### config.mk
export PLATFORM = sky130hd
export DESIGN_NAME = parity_frame_receiver_flat
export DESIGN_NICKNAME = d
export VERILOG_FILES = /design/src/rtl/parity_frame_receiver_if.sv /design/src/rtl/parity_frame_receiver.sv /design/src/flat_wrapper.sv
export SDC_FILE = /design/constraint.sdc
export NUM_CORES = 1
export LEC_CHECK = 0
export BUFFER_PORTS_ARGS = -buffer_cell sky130_fd_sc_hd__buf_2
export CAP_MARGIN = 10
export CORE_UTILIZATION = 56
export CTS_CLUSTER_SIZE = 16
export DETAILED_ROUTE_END_ITERATION = 6
export PLACE_DENSITY = 0.85
export REMOVE_ABC_BUFFERS = 1
export SLEW_MARGIN = 40
export SYNTH_ARGS = -nofsm -noshare
export SYNTH_HDL_FRONTEND = slang
export SYNTH_SLANG_ARGS = --single-unit
### constraint.sdc
create_clock -name clk -period 1.85 [get_ports clk]
set_input_delay 0.555 -clock clk [delete_from_list [all_inputs] [get_ports clk]]
set_output_delay 0.555 -clock clk [all_outputs]
set_load 0.01 [all_outputs]
### src/rtl/parity_frame_receiver_if.sv
// parity_frame_receiver_if: serial line, sample strobe and decoded frame outputs
interface parity_frame_receiver_if #(parameter int DATA_WIDTH = 8);
   logic                  serial_in;
   logic                  bit_en;
   logic [DATA_WIDTH-1:0] data_out;
   logic                  data_valid;
   logic                  parity_err;
   logic                  frame_err;
   logic                  busy;
   modport master (output serial_in, bit_en, input data_out, data_valid, parity_err, frame_err, busy);
   modport slave (input serial_in, bit_en, output data_out, data_valid, parity_err, frame_err, busy);
endinterface

### src/rtl/parity_frame_receiver.sv
// parity_frame_receiver: start/data/parity/stop frame decoder sampling on bit_en
module parity_frame_receiver #(
   parameter int DATA_WIDTH = 8,
   parameter int ODD_PARITY = 0
) (
   input logic clk,
   input logic reset,
   parity_frame_receiver_if.slave bus
);
   localparam int CW = $clog2(DATA_WIDTH + 1);
   localparam logic [CW-1:0] LAST = CW'(DATA_WIDTH - 1);
   localparam logic ODD = (ODD_PARITY != 0);
   typedef enum logic [2:0] {IDLE, DATA, PARITY, STOP, DONE, WAIT_IDLE} state_t;
   state_t state;
   logic [CW-1:0] count;
   logic [DATA_WIDTH-1:0] shreg;
   logic rpar;
   logic perr;
   assign bus.busy = (state != IDLE);
   always_ff @(posedge clk or posedge reset) begin
      if (reset) begin
         state <= IDLE;
         count <= '0;
         shreg <= '0;
         rpar <= 1'b0;
         perr <= 1'b0;
         bus.data_out <= '0;
         bus.data_valid <= 1'b0;
         bus.parity_err <= 1'b0;
         bus.frame_err <= 1'b0;
      end else begin
         bus.data_valid <= 1'b0;
         case (state)
            IDLE:
               if (bus.bit_en && !bus.serial_in) begin
                  state <= DATA;
                  count <= '0;
                  rpar <= 1'b0;
               end
            DATA:
               if (bus.bit_en) begin
                  for (int i = 0; i < DATA_WIDTH; i++)
                     if (count == CW'(i)) shreg[i] <= bus.serial_in;
                  rpar <= rpar ^ bus.serial_in;
                  count <= count + 1'b1;
                  if (count == LAST) state <= PARITY;
               end
            PARITY:
               if (bus.bit_en) begin
                  perr <= rpar ^ bus.serial_in ^ ODD;
                  state <= STOP;
               end
            STOP:
               if (bus.bit_en) begin
                  state <= DONE;
                  bus.data_valid <= 1'b1;
                  bus.data_out <= shreg;
                  bus.parity_err <= perr;
                  bus.frame_err <= !bus.serial_in;
               end
            // DONE ignores bit_en so a start bit cannot follow the stop bit directly
            DONE: state <= bus.frame_err ? WAIT_IDLE : IDLE;
            WAIT_IDLE: if (bus.bit_en && bus.serial_in) state <= IDLE;
            default: state <= IDLE;
         endcase
      end
   end
endmodule

### src/flat_wrapper.sv
// flat-port wrapper written by rule: the top's interface ports become plain ports
module parity_frame_receiver_flat 
#(
   parameter int DATA_WIDTH = 8,
   parameter int ODD_PARITY = 0
)
  (clk, reset, bus_serial_in, bus_bit_en, bus_data_out, bus_data_valid, bus_parity_err, bus_frame_err, bus_busy);
  parity_frame_receiver_if #(.DATA_WIDTH(DATA_WIDTH)) bus_i ();
  input logic clk;
  input logic reset;
  input wire logic [$bits(bus_i.serial_in)-1:0] bus_serial_in;
  input wire logic [$bits(bus_i.bit_en)-1:0] bus_bit_en;
  output wire logic [$bits(bus_i.data_out)-1:0] bus_data_out;
  output wire logic [$bits(bus_i.data_valid)-1:0] bus_data_valid;
  output wire logic [$bits(bus_i.parity_err)-1:0] bus_parity_err;
  output wire logic [$bits(bus_i.frame_err)-1:0] bus_frame_err;
  output wire logic [$bits(bus_i.busy)-1:0] bus_busy;
  assign bus_i.serial_in = bus_serial_in;
  assign bus_i.bit_en = bus_bit_en;
  assign bus_data_out = bus_i.data_out;
  assign bus_data_valid = bus_i.data_valid;
  assign bus_parity_err = bus_i.parity_err;
  assign bus_frame_err = bus_i.frame_err;
  assign bus_busy = bus_i.busy;
  parity_frame_receiver #(.DATA_WIDTH(DATA_WIDTH), .ODD_PARITY(ODD_PARITY)) u_core (.clk(clk), .reset(reset), .bus(bus_i));
endmodule
Yosys cells after proc, flatten, opt, wreduce, memory -nomap -nowiden:

Cells that the tools add are included.

* $add $sub $neg: 1
* equality and inequality tests: 18
* muxes and demuxes: 16
* bitwise gates (word level): 1
* reduce and logical (&&, ||, !) cells: 19

Operator list (number)
* $reduce_and 3->1: 9
* $mux 3: 7
* $pmux 3 s6: 1
* $eq 4x3->1 const B: 4
* $eq 4x2->1 const B: 2
* $mux 4: 2
* $pmux 4 s2: 1
* $eq 3x2->1 const B: 2
* $eq 3x3->1 const B: 2
* $ne 2x1->1 const B: 3
* $ne 2x2->1 const B: 3
* $reduce_and 6->1: 1
* $add 4x1->4 const B: 1
* $eq 4x1->1 const B: 1
* $logic_not 4->1: 1
* $mux 1: 4
* $reduce_and 2->1: 2
* $eq 3x1->1 const B: 1
* $logic_not 3->1: 1
* $reduce_bool 3->1: 1
* $logic_and 1x1->1: 2
* $pmux 1 s2: 1
* $reduce_bool 2->1: 1
* $logic_not 1->1: 1
* $xor 1x1->1: 1

* register bits after elaboration: 28
* input port bits: 4
* output and inout bits: 12
* logic and storage cells: 71

Longest topological paths before layout:

* word-level depth: 4
* mapped depth: 5
* depth with buffers taken out: 4

Least setup slack after synthesis:

Ideal clock, no wire load.

* path kind: register to output
* start point: register u_core.state[2]
* end point: output port bus_busy
* arrival time: 939 ps
* data required time: 1295 ps
* path slack: 356 ps
* stages on the path, launching flop included: 3
* path buffers: 1
* cells stage by stage: dfrtp_1 > buf_2 > or3_1

* longest elaborated chain between the ends: 1

RTL lines
* start, declared: line parity_frame_receiver.sv:14 `state_t state;`
* start signal, assigned: line parity_frame_receiver.sv:62 `DONE: state <= bus.frame_err ? WAIT_IDLE : IDLE;`
* $reduce_bool 3->1: line parity_frame_receiver.sv:19 `assign bus.busy = (state != IDLE);`
* end, declared: line flat_wrapper.sv:17 `output wire logic [$bits(bus_i.busy)-1:0] bus_busy;`

Every way passes these cells.

Final worst setup path:

* start point: register u_core.state[0]
* end point: output port bus_busy

Same word-level chain as after synthesis.

==> flow_metrics.py <==
metrics = {
    "run_status": {
        "status": "finished clean",
    },
    "critical_path": {
        "start_kind": "register",
        "crit-reg2reg-launch": "u_core.state[1]",
        "r2r_end": "u_core.rpar",
        "crit_required_ps": 1290,
        "r2r_cells": 6,
        "critical_path_arrival_ps": 1290,
        "crit_path_end_kind": "output port",
        "rrSetupSlack_ps": 150,
        "worst-path-max-fanout": 3,
        "criticalPathCategory": "register to output port",
    },
    "final_layout": {
        "fin_util_pct": 68.5,
        "finalNonFillerCells": 163,
        "drive_above_1_share_pct": 30.4,
        "nets": 144,
        "num_antenna_cells": 0,
        "areaGrowthSynthToFinish_pct": 12.9,
    },
    "detailed_routing": {
        "initialDrtViolationCount": 16,
        "vias": 979,
        "firstDrtPassIters": 4,
        "wl_per_cell_um": 15.0,
        "via_per_inst": 6.01,
        "routed_wl_um": 2450,
        "drtAntennaViolNets": 0,
        "drc_errors": 0,
    },
    "floorplanning": {
        "dieWidth_um": 51.4,
        "rows": 17,
        "die_y_um": 51.4,
        "io-pin-count": 16,
        "die-area_um2": 2650,
        "initial_core_util_pct": 60.7,
        "core-area_um2": 2250,
    },
    "synth": {
        "ys.flop_type": "dfrtp_1",
        "synth_area_leaders": "dfrtp_1 (51%), mux2_2 (7.4%), mux2_1 (6.6%)",
        "synth_top_area_share_pct": 51.2,
        "synth_area_um2": 1370,
        "yosysSeqAreaShare_pct": 51.2,
        "synth.avg_cell_area_um2": 11.8,
        "yosysUniqueCellTypes": 36,
        "ys_ff_latch": 28,
        "yosys.area.top_type": "dfrtp_1",
        "async_flop_share_pct": 100,
        "synth_edf_count": 0,
        "yosys-top-cells-count": "dfrtp_1 (28), mux2_2 (9), mux2_1 (8), a21oi_1 (6), nand2_1 (6)",
        "synth_cells": 116,
        "yosysMostFrequentCell": "dfrtp_1",
        "yosysWarnings": 0,
    },
    "sta": {
        "period_minus_slack_ps": 1850,
        "finClkSkew_ps": 2.84,
        "finalSetupViolations": 0,
        "finalCritPeriodShare_pct": 99.7,
        "timing.final.ws_setup_ps": 4.70,
        "fmax_ghz": 0.542,
        "finalHoldViolCount": 0,
        "rsz0062_at_grt": "yes",
        "relSlewSlack_pct": 75.2,
        "slew_violations": 0,
        "tightest_slew_ps": 367,
        "fin_worst_hold_slack_ps": 255,
    },
    "power": {
        "swShare_pct": 33.9,
        "seq_power_share_pct": 49.7,
        "p_comb_share_pct": 33.7,
        "power_per_cell_area_nw_per_um2": 1170,
        "clkPwrFrac_pct": 16.6,
        "p_int_mw": 1.20,
        "p_leak_nw": 0.771,
        "vdd_ir_drop_max_mv": 0.643,
        "p_sw_mw": 0.615,
    },
    "grt": {
        "grt_pass1_wl_um": 4060,
        "grt_usage_pct": 21.3,
        "grt-ovfl-total": 0,
        "antenna_found_initial": 0,
        "grt_pass1_vias": 882,
        "grt_max_degree": 29,
    },
    "place": {
        "place_congestion": 0.783,
        "hpwl_um": 1680,
        "port_buffers": 15,
        "placedCellCount": 155,
        "pre_cts_ws_ps": 140,
    },
    "cts": {
        "htree_levels": 1,
        "clk_latency_ps": 330,
        "cts_made_buffers": 3,
        "path_clk_slew_ps": 150,
        "clkSinkCount": 28,
        "cts_tree": "yes",
        "clock_path_buffers": 2,
        "root_buffer": "clkbuf_4",
    },
    "min_path": {
        "hold_path.class": "input pin to asynchronous set/reset pin",
    },
    "run": {
        "cap_violations": 0,
    },
}
-- worst max-delay path by stage --
stage / cells past startpoint / end / slack (ps) / startpoint
floorplan: 1 / bus_busy / 390 / u_core.state[0]
global placement: 4 / u_core.shreg[3] / 170 / bus_bit_en
detailed placement: 4 / u_core.shreg[7] / 140 / bus_bit_en
CTS: 2 / bus_busy / 7 / u_core.state[1]
global route: 2 / bus_busy / -30 / u_core.state[0]
finish: 2 / bus_busy / 5 / u_core.state[0]
-- sequential cells by signal, summed over array words and instances, names as in the netlist --
register,cells
u_core.bus.data_out,8
u_core.shreg,8
u_core.count,4
u_core.state,3
u_core.bus.data_valid,1
u_core.bus.frame_err,1
u_core.bus.parity_err,1
u_core.perr,1
u_core.rpar,1
-- layout make-up --
| class | instances | area [µm²] |
|---|---|---|
| fill | 179 | 709 |
| tap | 28 | 35.0 |
| multi-input combinational | 75 | 612 |
| sequential | 28 | 702 |
| inverter | 5 | 18.8 |
| clock buffer | 4 | 36.3 |
| timing repair buffer | 23 | 141 |
-- stage by stage --
stage | cell area (µm²) | power [mW] | setup TNS, ps
final | 1550 | 1.81 | 0
after global routing | 1550 | 1.94 | -27.4
after CTS | 1530 | 1.80 | 0
after detailed placement | 1470 | 1.48 | 0
after global placement | 1470 | 1.43 | 0
after floorplan | 1330 | 1.29 | 0
-- routing by layer --
metal / track usage, % / wire (µm) / vias to the layer above / share of wire (%)
li1: - / - / 463 / -
met1: 27.3 / 1160 / 483 / 47
met2: 36.4 / 1150 / 22 / 47
met3: 2.68 / 82 / 11 / 3.3
met4: 8.11 / 58 / 0 / 2.4
met5: 0 / 0 / - / 0
-- cell usage in the layout, fill, tap and decap left out, drive strengths merged, types with 2 or more instances in the layout --
cell type	n
mux2	17
buf	23
ha	4
or3	2
nand3	2
nor2b	2
a21oi	6
inv	5
o31ai	3
nand4b	5
or3b	2
clkbuf	4
nand4	3
dfrtp	28
o21ai	4
nor2	5
nand2	6
-- logic make-up after synthesis --
kind of cell | synth area share (%)
simple gates | 17.6
flops | 51.2
mux | 14.7
compound gates | 7.77
buf+inv | 4.48
fa+ha+maj | 3.66
xor+xnor | 0.640
-- worst max-delay path, cell delays in order (launching register included) --
cell and delay (ps):
dfrtp_2 440, or3_4 390, buf_6 130
-- power by group through the flow --
stage	registers (mW)	clock network [mW]	logic [mW]
after floorplan	0.927	0	0.359
after global placement	0.916	0	0.511
after detailed placement	0.931	0	0.544
after CTS	0.904	0.302	0.596
after global routing	0.928	0.329	0.679
final	0.903	0.301	0.611
-- what timing repair did --
action | 4_1_cts | 5_1_grt
hold buffers | 0 | 0
endpoints found under the setup margin | 1 | 1
pin swaps | 0 | 1
resized for setup | 2 | 1
buffers inserted | 3 | 1
cloned | 0 | 0
Note: power is estimated with default switching activity, not from simulation.
